File: src/rtl/instr_loader_mem.sv
// rtl/instr_loader_mem.sv - byte-stream program loader and combinational instruction memory
// Image: LEN_LO, LEN_HI, then LEN x {INS_LO, INS_HI}; reads open only once the image is complete.
module instr_loader_mem #(
    parameter int                 INSTR_W    = 9,
    parameter int                 DEPTH      = 256,
    parameter logic [INSTR_W-1:0] FILL_INSTR = '0
) (
    input  logic               CLK,
    input  logic               reset_ctrl,
    input  logic               load_valid,
    input  logic [7:0]         load_data,
    output logic               load_ready,
    input  logic [15:0]        instr_addr,
    output logic [INSTR_W-1:0] instr_out,
    output logic               prog_ready,
    output logic [15:0]        prog_len,
    output logic               load_err
);

    localparam int          AW      = (DEPTH > 1) ? $clog2(DEPTH) : 1;
    localparam logic [16:0] DEPTH_L = 17'(DEPTH);

    typedef enum logic [2:0] {
        S_LEN_LO,
        S_LEN_HI,
        S_INS_LO,
        S_INS_HI,
        S_DONE,
        S_ERR
    } state_t;

    state_t       state_q, state_d;
    logic [15:0]  len_q, len_d;
    logic [7:0]   lo_q, lo_d;
    logic [15:0]  wr_ptr_q, wr_ptr_d;
    logic [15:0]  prog_len_q, prog_len_d;
    logic         mem_we;
    logic         xfer;
    logic [15:0]  n_full;

    logic [INSTR_W-1:0] mem [DEPTH];

    assign load_ready = (state_q == S_LEN_LO) || (state_q == S_LEN_HI) ||
                        (state_q == S_INS_LO) || (state_q == S_INS_HI);
    assign xfer       = load_valid && load_ready;
    assign n_full     = {load_data, len_q[7:0]};

    always_comb begin
        state_d    = state_q;
        len_d      = len_q;
        lo_d       = lo_q;
        wr_ptr_d   = wr_ptr_q;
        prog_len_d = prog_len_q;
        mem_we     = 1'b0;
        case (state_q)
            S_LEN_LO: begin
                if (xfer) begin
                    len_d[7:0] = load_data;
                    state_d    = S_LEN_HI;
                end
            end
            S_LEN_HI: begin
                if (xfer) begin
                    len_d[15:8] = load_data;
                    if (n_full == 16'd0) begin
                        state_d    = S_DONE;
                        prog_len_d = 16'd0;
                    end else if ({1'b0, n_full} > DEPTH_L) begin
                        state_d = S_ERR;
                    end else begin
                        state_d  = S_INS_LO;
                        wr_ptr_d = 16'd0;
                    end
                end
            end
            S_INS_LO: begin
                if (xfer) begin
                    lo_d    = load_data;
                    state_d = S_INS_HI;
                end
            end
            S_INS_HI: begin
                if (xfer) begin
                    mem_we   = 1'b1;
                    wr_ptr_d = wr_ptr_q + 16'd1;
                    if (wr_ptr_q == len_q - 16'd1) begin
                        state_d    = S_DONE;
                        prog_len_d = len_q;
                    end else begin
                        state_d = S_INS_LO;
                    end
                end
            end
            S_DONE:  state_d = S_DONE;
            S_ERR:   state_d = S_ERR;
            default: state_d = S_LEN_LO;
        endcase
    end

    always_ff @(posedge CLK) begin
        if (reset_ctrl) begin
            state_q    <= S_LEN_LO;
            len_q      <= '0;
            lo_q       <= '0;
            wr_ptr_q   <= '0;
            prog_len_q <= '0;
        end else begin
            state_q    <= state_d;
            len_q      <= len_d;
            lo_q       <= lo_d;
            wr_ptr_q   <= wr_ptr_d;
            prog_len_q <= prog_len_d;
        end
    end

    // Memory is deliberately not cleared on reset; prog_len == 0 hides stale entries.
    always_ff @(posedge CLK) begin
        if (mem_we && !reset_ctrl) begin
            mem[wr_ptr_q[AW-1:0]] <= {load_data[INSTR_W-9:0], lo_q};
        end
    end

    assign prog_ready = (state_q == S_DONE);
    assign load_err   = (state_q == S_ERR);
    assign prog_len   = prog_len_q;
    assign instr_out  = (prog_ready && (instr_addr < prog_len_q)) ?
                        mem[instr_addr[AW-1:0]] : FILL_INSTR;

endmodule
File: config.mk
export PLATFORM = sky130hd
export DESIGN_NAME = instr_loader_mem
export DESIGN_NICKNAME = d
export VERILOG_FILES = /design/src/rtl/instr_loader_mem.sv
export SDC_FILE = /design/constraint.sdc
export NUM_CORES = 2
export LEC_CHECK = 0
export CORE_ASPECT_RATIO = 0.5
export CORE_MARGIN = 2
export CORE_UTILIZATION = 40
export DETAILED_ROUTE_END_ITERATION = 10
export PLACE_DENSITY = 0.63
export SYNTH_ARGS = -nofsm -noshare
export SYNTH_HDL_FRONTEND = slang
export SYNTH_SLANG_ARGS = --single-unit
export TNS_END_PERCENT = 5
File: constraint.sdc
create_clock -name CLK -period 6.6 [get_ports CLK]
set_input_delay 1.32 -clock CLK [delete_from_list [all_inputs] [get_ports CLK]]
set_output_delay 1.32 -clock CLK [all_outputs]
set_load 0.1 [all_outputs]
==> results.json <==
{
  "drt_first_iter_violations": 7420,
  "fin_util_pct": 45.7,
  "crit_arrival_ns": 5.29,
  "vdd_drop_max_mv": 0.255,
  "postCtsHoldBufs": 0,
  "finalSetupViolations": 1,
  "vias": 49800,
  "violations": "negative setup slack",
  "placedInstanceArea_mm2": 0.0992,
  "grt_max_degree": 232,
  "grt_pass1_vias": 49100,
  "grt_antenna_before_repair": 12,
  "io_buffer_count": 54,
  "track_usage_pct": 21.4,
  "synth_nets": 4824,
  "syn_to_final_growth_pct": 13.7,
  "status": "finished, violations left",
  "avgSynthCellArea_um2": 19.5,
  "async_reset_ff_share_pct": 0,
  "period_share_pct": 100,
  "intPower_mw": 23.8,
  "synth_seq_cells": 2363,
  "drtPass1Iterations": 6,
  "final_layout_size_suffix_gt1_share_pct": 21.6,
  "wl_per_cell_um": 31.0,
  "multiInputGateArea_mm2": 0.0214,
  "initial_core_util_pct": 40.2,
  "cts_resized": 4,
  "power_frac_comb_pct": 4.8,
  "die_area_mm2": 0.237,
  "wl_mm": 258,
  "finalInstanceArea_mm2": 0.106,
  "endpoint_kind": "output pin",
  "crit_path_cell_trace": "buf_8, buf_12, buf_4, mux4_2, a21o_1, a222oi_1, o211ai_1, o211ai_1, o221ai_1, buf_4, buf_12",
  "whs_ns": 0.509,
  "grt_setup_unrepaired": "true",
  "syn_inst": 4777,
  "clockBufferDepth": 4,
  "ys_types": 78,
  "synth_warnings": 0,
  "pwr-share-seq_pct": 54.1,
  "clkSlewWorstSetupHoldPaths_ns": 0.07,
  "ant_nets": 0,
  "cts_root_buf": "clkbuf_16",
  "cp_max_fo": 38,
  "drc_errors": 0,
  "fill_cells": 19200,
  "hpwlAfterDp_mm": 159,
  "netlist_area_mm2": 0.0932,
  "ios": 55,
  "power.density_mw_per_mm2": 284,
  "synth_edf_count": 2304,
  "p_sw_mw": 6.28,
  "max-cap-violations": 0,
  "timing.final.crit_period_ns": 6.61,
  "regArea_mm2": 0.0704,
  "overflow": 0,
  "coreArea_mm2": 0.232,
  "cts_tree": "built",
  "cts.htree.levels": 4,
  "post_cts_buffers": 0,
  "cp_num_buf_inv": 5,
  "slew_viol_final": 0,
  "clockPowerShare_pct": 41.1,
  "seq_area_frac_synth_pct": 75.5,
  "crit_slowest_cell": "o211ai_1",
  "die_h_um": 345,
  "via_per_inst": 5.98,
  "max_slew_margin_pct": 10.3,
  "cts_buffers": 215,
  "slowest_delay_ns": 0.77,
  "layout.nets": 5099,
  "p_leak_nw": 36.4,
  "hp-class": "reg -> reg",
  "final_cells": 8323,
  "crit_type": "in -> out",
  "max_freq_ghz": 0.151,
  "cts.sinks": 2363,
  "worstMarginPinSlew_ns": 1.34,
  "num_rows": 125,
  "dp_cells": 7946,
  "gp_congestion": 0.897,
  "hold_viol": 0,
  "grt_pass1_wl_mm": 367,
  "startpoint_type": "primary input",
  "fin_ws_ns": -0.0134,
  "worstPathRequired_ns": 5.28,
  "skew_ns": 0.0533,
  "finalPower_mw": 30.1,
  "synth_ff_type": "edfxtp_1",
  "swShare_pct": 20.9,
  "fp.dieW_um": 687,
  "cpLargestDelayFamily": "compound AO/OA/AOI/OAI gates",
  "clkLatencyLatePin_ns": 0.87
}
-- cell usage after synthesis, drive strengths merged, types with 11 or more instances --
library cell	n	area (um^2)
nand3b	18	135
inv	26	97.6
nand4	11	75.1
buf	130	858
a211oi	28	210
nor4	15	128
a22oi	52	390
a31oi	17	106
o211ai	13	97.6
mux2	17	191
o311ai	11	104
ha	20	250
o22ai	12	75.1
clkbuf	166	623
nand2b	30	188
edfxtp	2304	69200
nand3	46	230
nor2	332	1250
a21oi	81	417
nand2	136	513
xor2	20	175
o21ai	89	445
mux4	443	9980
nor3	44	220
a221o	35	350
nor2b	17	106
dfxtp	59	1180
xnor2	12	105
mux2i	354	3540
a221oi	124	1090
-- final cells by class --
class	instances	share of cell area, %
inverters	27	0.102
flip-flops and latches	2363	66.4
clock buffers	264	5.34
clock inverters	110	1.09
diodes	3	0.00708
multi-input cells	2091	20.2
well taps	3111	3.67
repair buffers	354	3.21
-- metrics by stage --
| stage | setup TNS [ns] | worst slack (ns) |
|---|---|---|
| 2_1_floorplan | -1.23 | -1.17 |
| 3_3_place_gp | -0.554 | -0.333 |
| 3_5_place_dp | -0.531 | -0.286 |
| 4_1_cts | 0 | 0.0221 |
| 5_1_grt | -0.0344 | -0.0344 |
| 6_report | -0.0134 | -0.0134 |
-- final timing paths --
| path | slack, ns | cells after the start | endpoint | startpoint |
|---|---|---|---|---|
| worst max-delay path | -0.01 | 11 | instr_out[8] | instr_addr[0] |
| worst min-delay path | 0.51 | 2 | prog_len[15] | prog_len[15] |
| worst max register to register | 1.77 | 6 | mem[81][4] | state_q[0] |
| worst min register to register | 0.51 | 2 | prog_len[15] | prog_len[15] |
-- power groups by stage --
stage	clock network, mW	logic (mW)	registers [mW]
after floorplan	0	0.864	16.6
final	12.4	1.44	16.3
after CTS	12.5	1.43	16.3
after global routing	13.0	1.50	16.2
after detailed placement	0	1.42	16.6
after global placement	0	1.41	16.6
-- per-layer routing --
metal,vias up,routed length [um],GRT usage [%]
li1,20200,-,-
met1,26300,104000,30.8
met2,2866,119000,33.3
met3,391,27300,4.43
met4,6,7320,5.70
met5,-,165,0.400
-- registers in the layout, summed over array words and instances, names as in the netlist --
signal	count
mem	2304
len_q	16
prog_len	16
wr_ptr_q	16
lo_q	8
state_q	3
-- logic make-up after synthesis --
family	count (synthesis)	synth area share (%)
flip-flops	2363	75.5
multiplexers	814	14.7
AND/OR/NAND/NOR	689	3.37
AO/OA/AOI/OAI	536	4.19
buffers and inverters	323	1.70
XOR/XNOR	32	0.301
adder cells (fa/ha/maj)	20	0.268
-- placed cells by master, fill, tap and decap left out, types with 36 or more instances in the layout --
cell type	Yosys	final
clkdlybuf4s50_1	0	36
o21ai_0	87	84
clkinv_2	0	39
nand2_1	135	135
dfxtp_1	59	51
clkbuf_1	166	42
nor3_1	44	43
mux2i_1	354	354
mux4_2	443	443
nand3_1	46	41
a21oi_1	80	78
clkbuf_16	0	217
buf_12	0	51
edfxtp_1	2304	2304
a22oi_1	52	52
a221oi_1	124	124
nor2_1	330	328
buf_4	65	259
-- tightest hold or removal path: cells and delay by family (launching register included) --
kind / cells / cell delay [ns]
flip-flops: 1 / 0.33
AND/OR/NAND/NOR: 1 / 0.07
multiplexers: 1 / 0.06
Note: power is estimated with default switching activity, not from simulation.
